File: src/rtl/id_ex_hazard_reg_if.sv
// ---------------------------------------------------------------------------
// id_ex_hazard_reg_if
// Bundles the signals between the ID stage, the ID/EX pipeline register and
// the EX stage.
//
// Ports:
//   ID side  : start_i, flush_i, PC_i, instruction_i, RS1data_i, RS2data_i,
//              imm_i, RegWrite_i, MemtoReg_i, MemRead_i, MemWrite_i,
//              ALUSrc_i, Branch_i, ALUOp_i
//   EX side  : start_o, PC_o, RS1data_o, RS2data_o, imm_o, rs1_o, rs2_o,
//              rd_o, funct_o, RegWrite_o, MemtoReg_o, MemRead_o, MemWrite_o,
//              ALUSrc_o, Branch_o, ALUOp_o
//   Upstream : stall_o (holds the PC and the IF/ID register)
//
// Modports:
//   master : the surrounding pipeline, which drives the *_i signals
//   slave  : the ID/EX register itself
// ---------------------------------------------------------------------------
interface id_ex_hazard_reg_if #(
   parameter int XLEN       = 32,
   parameter int REG_ADDR_W = 5
);
   logic                  start_i;
   logic                  flush_i;
   logic [XLEN-1:0]       PC_i;
   logic [XLEN-1:0]       instruction_i;
   logic [XLEN-1:0]       RS1data_i;
   logic [XLEN-1:0]       RS2data_i;
   logic [XLEN-1:0]       imm_i;
   logic                  RegWrite_i;
   logic                  MemtoReg_i;
   logic                  MemRead_i;
   logic                  MemWrite_i;
   logic                  ALUSrc_i;
   logic                  Branch_i;
   logic [1:0]            ALUOp_i;

   logic                  start_o;
   logic [XLEN-1:0]       PC_o;
   logic [XLEN-1:0]       RS1data_o;
   logic [XLEN-1:0]       RS2data_o;
   logic [XLEN-1:0]       imm_o;
   logic [REG_ADDR_W-1:0] rs1_o;
   logic [REG_ADDR_W-1:0] rs2_o;
   logic [REG_ADDR_W-1:0] rd_o;
   logic [9:0]            funct_o;
   logic                  RegWrite_o;
   logic                  MemtoReg_o;
   logic                  MemRead_o;
   logic                  MemWrite_o;
   logic                  ALUSrc_o;
   logic                  Branch_o;
   logic [1:0]            ALUOp_o;
   logic                  stall_o;

   modport master (
      output start_i, flush_i, PC_i, instruction_i, RS1data_i, RS2data_i, imm_i,
             RegWrite_i, MemtoReg_i, MemRead_i, MemWrite_i, ALUSrc_i, Branch_i,
             ALUOp_i,
      input  start_o, PC_o, RS1data_o, RS2data_o, imm_o, rs1_o, rs2_o, rd_o,
             funct_o, RegWrite_o, MemtoReg_o, MemRead_o, MemWrite_o, ALUSrc_o,
             Branch_o, ALUOp_o, stall_o
   );

   modport slave (
      input  start_i, flush_i, PC_i, instruction_i, RS1data_i, RS2data_i, imm_i,
             RegWrite_i, MemtoReg_i, MemRead_i, MemWrite_i, ALUSrc_i, Branch_i,
             ALUOp_i,
      output start_o, PC_o, RS1data_o, RS2data_o, imm_o, rs1_o, rs2_o, rd_o,
             funct_o, RegWrite_o, MemtoReg_o, MemRead_o, MemWrite_o, ALUSrc_o,
             Branch_o, ALUOp_o, stall_o
   );
endinterface

File: src/rtl/id_ex_hazard_reg.sv
// ---------------------------------------------------------------------------
// id_ex_hazard_reg
// ID/EX pipeline register with built-in load-use hazard detection. It sits
// directly downstream of IF/ID, latches decoded operands and control for EX,
// and requests an upstream stall when the instruction in ID reads the
// destination of a load currently in EX. A load-use hazard or a flush puts
// exactly one all-zero bubble into EX.
//
// Ports:
//   clk          : clock, rising edge
//   rst_i        : asynchronous active-high reset, clears every output
//   bus          : id_ex_hazard_reg_if.slave (ID inputs, EX outputs, stall_o)
//   bubble_cnt_o : [31:0] count of hazard bubbles (only with the option)
//
// Optional feature (macro ID_EX_BUBBLE_CNT_EN):
//   When defined, bubble_cnt_o is added. It counts clock edges on which
//   start_i=1 and a bubble is inserted because of a hazard (a flush-forced
//   bubble is not counted). It wraps from 0xFFFFFFFF to 0.
// ---------------------------------------------------------------------------
module id_ex_hazard_reg #(
   parameter int XLEN       = 32,
   parameter int REG_ADDR_W = 5
) (
   input  logic               clk,
   input  logic               rst_i,
   id_ex_hazard_reg_if.slave  bus
`ifdef ID_EX_BUBBLE_CNT_EN
   ,
   output logic [31:0]        bubble_cnt_o
`endif
);

   // Everything EX sees, held as one record so that a bubble is simply '0.
   typedef struct packed {
      logic [XLEN-1:0]       pc;
      logic [XLEN-1:0]       rs1_data;
      logic [XLEN-1:0]       rs2_data;
      logic [XLEN-1:0]       imm;
      logic [REG_ADDR_W-1:0] rs1;
      logic [REG_ADDR_W-1:0] rs2;
      logic [REG_ADDR_W-1:0] rd;
      logic [9:0]            funct;
      logic                  reg_write;
      logic                  mem_to_reg;
      logic                  mem_read;
      logic                  mem_write;
      logic                  alu_src;
      logic                  branch;
      logic [1:0]            alu_op;
   } ex_t;

   ex_t  ex_q;
   ex_t  ex_d;
   logic start_q;
   logic start_d;
   logic hazard;

   logic [REG_ADDR_W-1:0] id_rs1;
   logic [REG_ADDR_W-1:0] id_rs2;
   logic [REG_ADDR_W-1:0] id_rd;

   // Opcode bits are not needed here; the rs fields are compared for every
   // opcode, which may stall needlessly on instructions without rs2 but is
   // never wrong.
   logic unused_opcode;
   assign unused_opcode = ^bus.instruction_i[6:0];

   assign id_rs1 = bus.instruction_i[15 +: REG_ADDR_W];
   assign id_rs2 = bus.instruction_i[20 +: REG_ADDR_W];
   assign id_rd  = bus.instruction_i[7  +: REG_ADDR_W];

   // Load-use detection against the load now sitting in EX. x0 is never a
   // real dependency. Once a bubble is in EX, mem_read is 0, so the stall
   // releases on its own after exactly one cycle.
   assign hazard = bus.start_i & ex_q.mem_read & (ex_q.rd != '0) &
                   ((ex_q.rd == id_rs1) | (ex_q.rd == id_rs2));

   // A flush kills the instruction in ID, so holding it back is pointless.
   assign bus.stall_o = hazard & ~bus.flush_i;

   // Next-state for the pipeline register: hold when not started,
   // otherwise flush beats hazard beats a normal load from ID.
   always_comb begin
      ex_d    = ex_q;
      start_d = start_q;
      if (bus.start_i) begin
         start_d = 1'b1;
         if (bus.flush_i || hazard) begin
            ex_d = '0;
         end else begin
            ex_d.pc         = bus.PC_i;
            ex_d.rs1_data   = bus.RS1data_i;
            ex_d.rs2_data   = bus.RS2data_i;
            ex_d.imm        = bus.imm_i;
            ex_d.rs1        = id_rs1;
            ex_d.rs2        = id_rs2;
            ex_d.rd         = id_rd;
            ex_d.funct      = {bus.instruction_i[31:25], bus.instruction_i[14:12]};
            ex_d.reg_write  = bus.RegWrite_i;
            ex_d.mem_to_reg = bus.MemtoReg_i;
            ex_d.mem_read   = bus.MemRead_i;
            ex_d.mem_write  = bus.MemWrite_i;
            ex_d.alu_src    = bus.ALUSrc_i;
            ex_d.branch     = bus.Branch_i;
            ex_d.alu_op     = bus.ALUOp_i;
         end
      end
   end

   // Pipeline register flops; reset clears EX immediately, which also
   // drops stall_o in the same instant.
   always_ff @(posedge clk or posedge rst_i) begin
      if (rst_i) begin
         ex_q    <= '0;
         start_q <= 1'b0;
      end else begin
         ex_q    <= ex_d;
         start_q <= start_d;
      end
   end

   assign bus.start_o    = start_q;
   assign bus.PC_o       = ex_q.pc;
   assign bus.RS1data_o  = ex_q.rs1_data;
   assign bus.RS2data_o  = ex_q.rs2_data;
   assign bus.imm_o      = ex_q.imm;
   assign bus.rs1_o      = ex_q.rs1;
   assign bus.rs2_o      = ex_q.rs2;
   assign bus.rd_o       = ex_q.rd;
   assign bus.funct_o    = ex_q.funct;
   assign bus.RegWrite_o = ex_q.reg_write;
   assign bus.MemtoReg_o = ex_q.mem_to_reg;
   assign bus.MemRead_o  = ex_q.mem_read;
   assign bus.MemWrite_o = ex_q.mem_write;
   assign bus.ALUSrc_o   = ex_q.alu_src;
   assign bus.Branch_o   = ex_q.branch;
   assign bus.ALUOp_o    = ex_q.alu_op;

`ifdef ID_EX_BUBBLE_CNT_EN
   logic [31:0] bubble_cnt_q;
   logic [31:0] bubble_cnt_d;

   // Only hazard bubbles count; a simultaneous flush takes priority and the
   // bubble is then attributed to the flush. Wraps naturally.
   always_comb begin
      bubble_cnt_d = bubble_cnt_q;
      if (bus.start_i && hazard && !bus.flush_i) begin
         bubble_cnt_d = bubble_cnt_q + 32'd1;
      end
   end

   // Bubble counter register.
   always_ff @(posedge clk or posedge rst_i) begin
      if (rst_i) begin
         bubble_cnt_q <= '0;
      end else begin
         bubble_cnt_q <= bubble_cnt_d;
      end
   end

   assign bubble_cnt_o = bubble_cnt_q;
`endif

endmodule
File: src/flat_wrapper.sv
// flat-port wrapper written by rule: the top's interface ports become plain ports
module id_ex_hazard_reg_flat 
#(
   parameter int XLEN       = 32,
   parameter int REG_ADDR_W = 5
)
  (clk, rst_i, bus_start_i, bus_flush_i, bus_PC_i, bus_instruction_i, bus_RS1data_i, bus_RS2data_i, bus_imm_i, bus_RegWrite_i, bus_MemtoReg_i, bus_MemRead_i, bus_MemWrite_i, bus_ALUSrc_i, bus_Branch_i, bus_ALUOp_i, bus_start_o, bus_PC_o, bus_RS1data_o, bus_RS2data_o, bus_imm_o, bus_rs1_o, bus_rs2_o, bus_rd_o, bus_funct_o, bus_RegWrite_o, bus_MemtoReg_o, bus_MemRead_o, bus_MemWrite_o, bus_ALUSrc_o, bus_Branch_o, bus_ALUOp_o, bus_stall_o);
  id_ex_hazard_reg_if #(.XLEN(XLEN), .REG_ADDR_W(REG_ADDR_W)) bus_i ();
  input  logic clk;
  input  logic rst_i;
  input wire logic [$bits(bus_i.start_i)-1:0] bus_start_i;
  input wire logic [$bits(bus_i.flush_i)-1:0] bus_flush_i;
  input wire logic [$bits(bus_i.PC_i)-1:0] bus_PC_i;
  input wire logic [$bits(bus_i.instruction_i)-1:0] bus_instruction_i;
  input wire logic [$bits(bus_i.RS1data_i)-1:0] bus_RS1data_i;
  input wire logic [$bits(bus_i.RS2data_i)-1:0] bus_RS2data_i;
  input wire logic [$bits(bus_i.imm_i)-1:0] bus_imm_i;
  input wire logic [$bits(bus_i.RegWrite_i)-1:0] bus_RegWrite_i;
  input wire logic [$bits(bus_i.MemtoReg_i)-1:0] bus_MemtoReg_i;
  input wire logic [$bits(bus_i.MemRead_i)-1:0] bus_MemRead_i;
  input wire logic [$bits(bus_i.MemWrite_i)-1:0] bus_MemWrite_i;
  input wire logic [$bits(bus_i.ALUSrc_i)-1:0] bus_ALUSrc_i;
  input wire logic [$bits(bus_i.Branch_i)-1:0] bus_Branch_i;
  input wire logic [$bits(bus_i.ALUOp_i)-1:0] bus_ALUOp_i;
  output wire logic [$bits(bus_i.start_o)-1:0] bus_start_o;
  output wire logic [$bits(bus_i.PC_o)-1:0] bus_PC_o;
  output wire logic [$bits(bus_i.RS1data_o)-1:0] bus_RS1data_o;
  output wire logic [$bits(bus_i.RS2data_o)-1:0] bus_RS2data_o;
  output wire logic [$bits(bus_i.imm_o)-1:0] bus_imm_o;
  output wire logic [$bits(bus_i.rs1_o)-1:0] bus_rs1_o;
  output wire logic [$bits(bus_i.rs2_o)-1:0] bus_rs2_o;
  output wire logic [$bits(bus_i.rd_o)-1:0] bus_rd_o;
  output wire logic [$bits(bus_i.funct_o)-1:0] bus_funct_o;
  output wire logic [$bits(bus_i.RegWrite_o)-1:0] bus_RegWrite_o;
  output wire logic [$bits(bus_i.MemtoReg_o)-1:0] bus_MemtoReg_o;
  output wire logic [$bits(bus_i.MemRead_o)-1:0] bus_MemRead_o;
  output wire logic [$bits(bus_i.MemWrite_o)-1:0] bus_MemWrite_o;
  output wire logic [$bits(bus_i.ALUSrc_o)-1:0] bus_ALUSrc_o;
  output wire logic [$bits(bus_i.Branch_o)-1:0] bus_Branch_o;
  output wire logic [$bits(bus_i.ALUOp_o)-1:0] bus_ALUOp_o;
  output wire logic [$bits(bus_i.stall_o)-1:0] bus_stall_o;
  assign bus_i.start_i = bus_start_i;
  assign bus_i.flush_i = bus_flush_i;
  assign bus_i.PC_i = bus_PC_i;
  assign bus_i.instruction_i = bus_instruction_i;
  assign bus_i.RS1data_i = bus_RS1data_i;
  assign bus_i.RS2data_i = bus_RS2data_i;
  assign bus_i.imm_i = bus_imm_i;
  assign bus_i.RegWrite_i = bus_RegWrite_i;
  assign bus_i.MemtoReg_i = bus_MemtoReg_i;
  assign bus_i.MemRead_i = bus_MemRead_i;
  assign bus_i.MemWrite_i = bus_MemWrite_i;
  assign bus_i.ALUSrc_i = bus_ALUSrc_i;
  assign bus_i.Branch_i = bus_Branch_i;
  assign bus_i.ALUOp_i = bus_ALUOp_i;
  assign bus_start_o = bus_i.start_o;
  assign bus_PC_o = bus_i.PC_o;
  assign bus_RS1data_o = bus_i.RS1data_o;
  assign bus_RS2data_o = bus_i.RS2data_o;
  assign bus_imm_o = bus_i.imm_o;
  assign bus_rs1_o = bus_i.rs1_o;
  assign bus_rs2_o = bus_i.rs2_o;
  assign bus_rd_o = bus_i.rd_o;
  assign bus_funct_o = bus_i.funct_o;
  assign bus_RegWrite_o = bus_i.RegWrite_o;
  assign bus_MemtoReg_o = bus_i.MemtoReg_o;
  assign bus_MemRead_o = bus_i.MemRead_o;
  assign bus_MemWrite_o = bus_i.MemWrite_o;
  assign bus_ALUSrc_o = bus_i.ALUSrc_o;
  assign bus_Branch_o = bus_i.Branch_o;
  assign bus_ALUOp_o = bus_i.ALUOp_o;
  assign bus_stall_o = bus_i.stall_o;
  id_ex_hazard_reg #(.XLEN(XLEN), .REG_ADDR_W(REG_ADDR_W)) u_core (.clk(clk), .rst_i(rst_i), .bus(bus_i));
endmodule
File: config.mk
export PLATFORM = sky130hd
export DESIGN_NAME = id_ex_hazard_reg_flat
export DESIGN_NICKNAME = d
export VERILOG_FILES = /design/src/rtl/id_ex_hazard_reg_if.sv /design/src/rtl/id_ex_hazard_reg.sv /design/src/flat_wrapper.sv
export SDC_FILE = /design/constraint.sdc
export NUM_CORES = 1
export LEC_CHECK = 0
export CAP_MARGIN = 20
export CORE_ASPECT_RATIO = 0.7
export CORE_UTILIZATION = 30
export DETAILED_ROUTE_END_ITERATION = 16
export HOLD_SLACK_MARGIN = 0.1
export PLACE_DENSITY = 0.62
export SLEW_MARGIN = 10
export SYNTH_ARGS = -nofsm -noshare
export SYNTH_HDL_FRONTEND = slang
export SYNTH_SLANG_ARGS = --single-unit
File: constraint.sdc
create_clock -name clk -period 4.8 [get_ports clk]
set_input_delay 0.72 -clock clk [delete_from_list [all_inputs] [get_ports clk]]
set_output_delay 0.72 -clock clk [all_outputs]
set_load 0.01 [all_outputs]
# Word level (Yosys, flattened, before mapping)
# Cells that the tools add are included.
totals:
  elab_cells: 27
  output_inout_bits: 163
  register_bits: 162
  in_bits: 172
classes:
  n_reduce_logical: 2
  eq_ne: 2
  mux: 1
  bitwise: 6
op_table:
  columns: ["op", "count"]
  rows:
  - ["$mux 161", 1]
  - ["$eq 5x5->1", 2]
  - ["$reduce_bool 5->1", 1]
  - ["$and 1x1->1", 4]
  - ["$logic_or 1x1->1", 1]
  - ["$not 1->1", 1]
  - ["$or 1x1->1", 1]

# Depth between registers and ports, before layout
# Gate-level depths: netlist (run 1).
logic_depth:
  ltp_word: 5
  mapped_depth: 7
  depth_no_buf: 4

# Worst setup path before layout (run 1)
# OpenSTA, ideal clock, no wires.
synth_timing:
  kind: "input port to output port"
  from: "input port bus_instruction_i[17]"
  to: "output port bus_stall_o"
  required_ns: 4.080
  path_stages: 6
  path_slack_ns: 2.132
  arrival_ns: 1.948
  cell_sequence: "xor2_1 nor3_1 a22oi_2 clkbuf_1 clkbuf_1 nor3_1"
synth_via:
  elab_chain_len: 4
synth_lines:
  columns: ["element", "line_no", "text"]
  rows:
  - ["start: declaration", "flat_wrapper.sv:14", "input wire logic [$bits(bus_i.instruction_i)-1:0] bus_instruction_i;"]
  - ["$eq 5x5->1", "id_ex_hazard_reg.sv:76", "((ex_q.rd == id_rs1) | (ex_q.rd == id_rs2));"]
  - ["$or 1x1->1", "id_ex_hazard_reg.sv:76", null]
  - ["$and 1x1->1", "id_ex_hazard_reg.sv:75", "assign hazard = bus.start_i & ex_q.mem_read & (ex_q.rd != '0) &"]
  - ["$and 1x1->1", "id_ex_hazard_reg.sv:79", "assign bus.stall_o = hazard & ~bus.flush_i;"]
  - ["end: declaration", "flat_wrapper.sv:41", "output wire logic [$bits(bus_i.stall_o)-1:0] bus_stall_o;"]
# Every way passes these cells.

# Final worst setup path (run 1)
layout_timing:
  from: "register u_core.ex_q, in the netlist u_core.bus.rd_o[1]"
  to: "register u_core.ex_q, in the netlist u_core.bus.RS2data_o[8]"
layout_via:
  elab_chain_len: 5
  word_cells_on_any_way: 8
  classes_between: "eq/ne: 2; mux: 1; bitwise: 3; reduce/logical: 2"
layout_lines:
  columns: ["element", "line_no", "text"]
  rows:
  - ["start: declaration", "id_ex_hazard_reg.sv:52", "ex_t ex_q;"]
  - ["start signal: assignment", "id_ex_hazard_reg.sv:114", "ex_q <= '0;"]
  - ["start signal: assignment", "id_ex_hazard_reg.sv:117", "ex_q <= ex_d;"]
  - ["$eq 5x5->1 / $reduce_bool 5->1 (equally long branches)", "id_ex_hazard_reg.sv:76, id_ex_hazard_reg.sv:75", null]
  - ["$or 1x1->1 / $and 1x1->1 (equally long branches)", "id_ex_hazard_reg.sv:76, id_ex_hazard_reg.sv:75", null]
  - ["$and 1x1->1 *", "id_ex_hazard_reg.sv:75", null]
  - ["$logic_or 1x1->1 *", "id_ex_hazard_reg.sv:88", "if (bus.flush_i || hazard) begin"]
  - ["$mux 161 *", "id_ex_hazard_reg.sv:88", null]
# Every way passes the cells marked *; elsewhere a longest branch is shown, timed or not.
# A chain may end at the register's enable or synchronous reset.

==> flow_summary.ini, run 1 <==
[outcome]
run_status = complete, no violations

[sta]
final_max_slew_viol_count = 0
fin_crit_sh_pct = 72.3
setup_violations = 0
worstMarginPinSlew_ns = 1.16
slew_headroom_pct = 22.9
timing.fmax_mhz = 288
layout_min_cycle_time_ns = 3.47
hold_viol = 0
finClkSkew_ns = 0.00531
tns_ns = 0
grt_setup_unrepaired = false

[worst_setup_path]
critPathRequiredTime_ns = 5.17
crit_path_start_kind = register
reg2reg_depth = 6
end_kind = register
path_buf_inv = 2
path_cells = or4_1 > o211ai_4 > buf_4 > buf_4 > a21oi_1 > a21bo_2
worstReg2RegEnd = u_core.bus.RS2data_o[8]
rrSetupSlack_ns = 1.33
crit_family = buffers and inverters
slowest_delay_ns = 0.87
regToRegStartpoint = u_core.bus.rd_o[1]
cpMostUsedCell = buf_4
worstSetupPathType = reg -> reg
cp_max_fo = 92
cp_slowest_cell = buf_4
crit_arrival_ns = 3.84

[cts]
cts_buffers = 17
clockBufferDepth = 2
path_clk_slew_ns = 0.07
clock_sinks = 162
ctsRootBufferMaster = clkbuf_16
cts_htree_levels = 4
worstSkewPairLatency_ns = 0.43
cts_tree = done
cts_setup_buffers = 0
postCtsHoldBufs = 0
cts_resized = 0

[placed_design]
dpl.hpwl_um = 17000
routabilityCongestion = 0.745
numPlacedInstances = 1732
io_buffer_count = 327

[die]
start_util_pct = 30.6
ios = 335
dieArea_um2 = 31400
die_y_um = 149
core-area_um2 = 30100
die_w_um = 211
rows = 53

[yosys]
syn_nets = 1247
avgSynthCellArea_um2 = 8.57
synth-seq-cells = 162
ys_warn_count = 0
yosysSeqAreaShare_pct = 44.0
synthDistinctLibCells = 19
synthCells = 1075
synth_area_um2 = 9210

[grt]
grt_pass1_vias = 7780
overflow = 0
grt_first_pass_wirelength_um = 44200
antenna_found_initial = 2
grtUsageTotal_pct = 17.9
grt_max_degree = 201

[hold_path]
hold_end = u_core.bus.start_o
whs_path_depth = 1
min_from = u_core.bus.start_o
min_path_type = reg -> reg

[final_layout]
num-fill-cells = 3018
layout_commonest_cell = clkdlybuf4s50_1
nets = 1511
area_growth_pct = 44.2
final_util_pct = 44.1
final_cell_mix = 325 x clkdlybuf4s50_1, 163 x nor2_1, 162 x dfrtp_1
drive_gt1_share_pct = 13.4
fin_cells = 1764

[routing]
drt-vias-per-instance = 4.59
detail_route.first_pass.iterations = 4
wl_um = 28500
avgRoutedWirePerCell_um = 16.2
drtIter0Drc = 459
ant_nets = 0
vias = 8089
drc = 0

[power_and_ir_drop]
leakage_uw = 0.00587
irDropWorstVdd_mv = 0.212
p_total_uw = 4300
power.density_nw_per_um2 = 323

[run]
drv_cap = 0
[logic make-up (layout without fill, tap and decap cells)]
logic type | after synthesis | count (layout) | share of synthesized area, %
AO/OA/AOI/OAI | 324 | 324 | 26.5
XOR/XNOR | 10 | 10 | 0.951
buffers and inverters | 89 | 365 | 4.09
flip-flops | 162 | 162 | 44.0
other | 0 | 1 | 0
AND/OR/NAND/NOR | 490 | 490 | 24.4
[worst reg2reg max path: stages, from the launching register on]
cell	delay (ns)
dfrtp_1	0.45
or4_1	0.61
o211ai_4	0.19
buf_4	0.87
buf_4	0.83
a21oi_1	0.23
a21bo_2	0.23
[synth_stat cells (all sizes together)]
library cell  count  area (um2)
a21oi           161         806
nand2           161         604
nor3              3        15.0
inv               1        3.75
o211ai            1        12.5
nor2b           161        1010
a21bo           161        1610
a22oi             1        12.5
nor2            163         612
dfrtp           162        4050
xor2             10        87.6
buf              20         110
clkbuf           68         263
or4               1        7.51
or2               1        6.26
[report_power, final]
part / switching, uW / internal, uW
Sequential: 97.3 / 1550
Clock: 586 / 735
Combinational: 564 / 764
Total: 1250 / 3050
[stage by stage]
step	area, um2	worst slack, ns	hold slack, ns
2_1_floorplan	9220	2.02	0.510
3_3_place_gp	12700	1.30	0.458
3_5_place_dp	12700	1.29	0.456
4_1_cts	13300	1.28	0.472
5_1_grt	13300	1.15	0.523
6_report	13300	1.33	0.481
[sequential cells by signal (all words and copies together), names as in the netlist]
name and count:
u_core.bus.MemtoReg_o 1, u_core.bus.RS2data_o 32, u_core.bus.ALUSrc_o 1, u_core.bus.rd_o 5, u_core.bus.Branch_o 1, u_core.bus.RegWrite_o 1, u_core.bus.ALUOp_o 2, u_core.bus.start_o 1
u_core.bus.RS1data_o 32, u_core.bus.funct_o 10, u_core.bus.rs2_o 5, u_core.bus.PC_o 32, u_core.bus.MemRead_o 1, u_core.bus.MemWrite_o 1, u_core.bus.rs1_o 5, u_core.bus.imm_o 32
[how the worst max path moves through the flow]
| stage | startpoint | to | slack, ns | depth (start not counted) |
|---|---|---|---|---|
| detailed placement | bus_instruction_i[17] | bus_stall_o | 1.29 | 6 |
| finish | u_core.bus.rd_o[1] | u_core.bus.RS2data_o[8] | 1.33 | 6 |
| global placement | bus_instruction_i[17] | bus_stall_o | 1.30 | 6 |
| global route | u_core.bus.rd_o[1] | u_core.bus.RS1data_o[11] | 1.15 | 6 |
| CTS | bus_instruction_i[17] | bus_stall_o | 1.28 | 6 |
| floorplan | rst_i | u_core.bus.ALUOp_o[0] | 2.02 | 1 |
[per-layer routing]
layer  part of all wire, %  global-route usage, %  vias to the layer above
met4                   1.8                   5.14                        2
met2                    44                   26.6                      209
met5                 0.056                      0                        -
li1                      -                      -                     4039
met1                    48                   24.5                     3812
met3                   7.1                   6.29                       27
[area by class of cell]
type                    instances  area (um2)  area share (%)
inverters                       1        7.51          0.0565
flip-flops and latches        162        4050            30.5
well taps                     412         515            3.88
repair buffers                333        3370            25.4
clock buffers                  21         460            3.47
multi-input cells             824        4790            36.1
clock inverters                10        86.3           0.650
diodes                          1        2.50          0.0188
Note: power is estimated with default switching activity, not from simulation.
==> run 2: changes to the inputs <==
--- a/config.mk
+++ b/config.mk
@@ -10,7 +10,7 @@
 export CORE_UTILIZATION = 30
 export DETAILED_ROUTE_END_ITERATION = 16
 export HOLD_SLACK_MARGIN = 0.1
-export PLACE_DENSITY = 0.62
+export PLACE_DENSITY = 0.6
 export SLEW_MARGIN = 10
 export SYNTH_ARGS = -nofsm -noshare
 export SYNTH_HDL_FRONTEND = slang
==> constraint.sdc (replaced) <==
create_clock -name clk -period 3.5 [get_ports clk]
set_input_delay 0.525 -clock clk [delete_from_list [all_inputs] [get_ports clk]]
set_output_delay 0.525 -clock clk [all_outputs]
set_load 0.01 [all_outputs]
==> flow_summary.ini, run 2 (synthesis gave the netlist of run 1 again) <==
[routing]
ant_nets = 0
drt-vias-per-instance = 4.58
wl_um = 28600
avgRoutedWirePerCell_um = 16.2
drtIter0Drc = 428
detail_route.first_pass.iterations = 4
drc = 0
vias = 8086

[final_layout]
area_growth_pct = 44.5
drive_gt1_share_pct = 13.4
final_util_pct = 44.2
nets = 1512
final_cell_mix = 325 x clkdlybuf4s50_1, 163 x nor2_1, 162 x dfrtp_1
num_antenna_cells = 0
layout_commonest_cell = clkdlybuf4s50_1
fin_cells = 1764

[cts]
clockBufferDepth = 2
ctsRootBufferMaster = clkbuf_16
postCtsHoldBufs = 0
clock_sinks = 162
worstSkewPairLatency_ns = 0.45
path_clk_slew_ns = 0.07
cts_resized = 0
cts_buffers = 17
cts_tree = done
cts_htree_levels = 4
cts_setup_buffers = 0

[power_and_ir_drop]
power.density_nw_per_um2 = 443
p_total_uw = 5900
leakage_uw = 0.00587
irDropWorstVdd_mv = 0.295

[grt]
grtUsageTotal_pct = 18.0
grt_pass1_vias = 7992
antenna_found_initial = 1
overflow = 0
grt_first_pass_wirelength_um = 44200
grt_max_degree = 188

[worst_setup_path]
worstSetupPathType = in -> out
end_kind = output port
cp_max_fo = 2
critPathRequiredTime_ns = 2.97
crit_arrival_ns = 2.63
path_cells = clkdlybuf4s50_1 > xor2_1 > nor3_1 > a22oi_2 > nor3_1 > clkdlybuf4s50_1
crit_path_start_kind = input pin
slowest_delay_ns = 0.64
reg2reg_depth = 5
cp_slowest_cell = clkdlybuf4s50_1

[sta]
slew_headroom_pct = 44.0
setup_violations = 0
fin_crit_sh_pct = 90.2
hold_viol = 0
worstMarginPinSlew_ns = 0.841
layout_min_cycle_time_ns = 3.16
tns_ns = 0
timing.fmax_mhz = 317
finClkSkew_ns = 0.00909
grt_setup_unrepaired = false
final_max_slew_viol_count = 0

[die]
dieArea_um2 = 31400
die_w_um = 211
die_y_um = 149
ios = 335
rows = 53
core-area_um2 = 30100
start_util_pct = 30.6

[placed_design]
dpl.hpwl_um = 16900
io_buffer_count = 327
routabilityCongestion = 0.728
numPlacedInstances = 1733

[run]
drv_cap = 0

[hold_path]
whs_path_depth = 1
min_path_type = reg -> reg

[outcome]
run_status = complete, no violations
## run 2: worst paths after layout
| path | from | end | slack (ns) |
|---|---|---|---|
| max in group asynchronous | rst_i | u_core.bus.rd_o[2] | 2.39 |
| hold reg to reg | u_core.bus.start_o | u_core.bus.start_o | 0.47 |
| hold / removal | u_core.bus.start_o | u_core.bus.start_o | 0.47 |
| setup reg to reg | u_core.bus.rd_o[1] | u_core.bus.RS2data_o[14] | 1.02 |
| min in group asynchronous | rst_i | u_core.bus.PC_o[15] | 0.59 |
| setup / recovery | bus_instruction_i[17] | bus_stall_o | 0.34 |
## run 2: metal layers
metal | GRT usage (%) | part of all wire, % | wire, um
met1 | 23.7 | 47 | 13400
met2 | 27.1 | 44 | 12500
met3 | 6.80 | 7.5 | 2130
met4 | 5.87 | 1.5 | 434
met5 | 0 | 0.046 | 13
## run 2: per-stage QoR
stage / hold slack [ns] / cell area (um2) / worst slack (ns)
after floorplan: 0.510 / 9220 / 0.918
after global placement: 0.452 / 12800 / 0.292
after detailed placement: 0.452 / 12800 / 0.280
after CTS: 0.472 / 13300 / 0.233
after global routing: 0.496 / 13300 / 0.120
final: 0.469 / 13300 / 0.342
## run 2: final cells by class
type	instances	area [um2]
repair buffers	334	3400
well taps	412	515
clock inverters	10	87.6
fillers	2992	16800
flip-flops and latches	162	4050
clock buffers	21	450
multi-input cells	824	4790
inverters	1	7.51
## run 2: report_power, final
group          total (uW)  internal (uW)  switching [uW]
Clock                1810            987             826
Combinational        1820           1050             772
Sequential           2260           2120             137
## run 2: critical path: cells and delay by family
family                 cells  cell delay [ns]
buffers and inverters      2             1.08
AO/OA/AOI/OAI              1             0.19
AND/OR/NAND/NOR            2             0.67
XOR/XNOR                   1             0.16
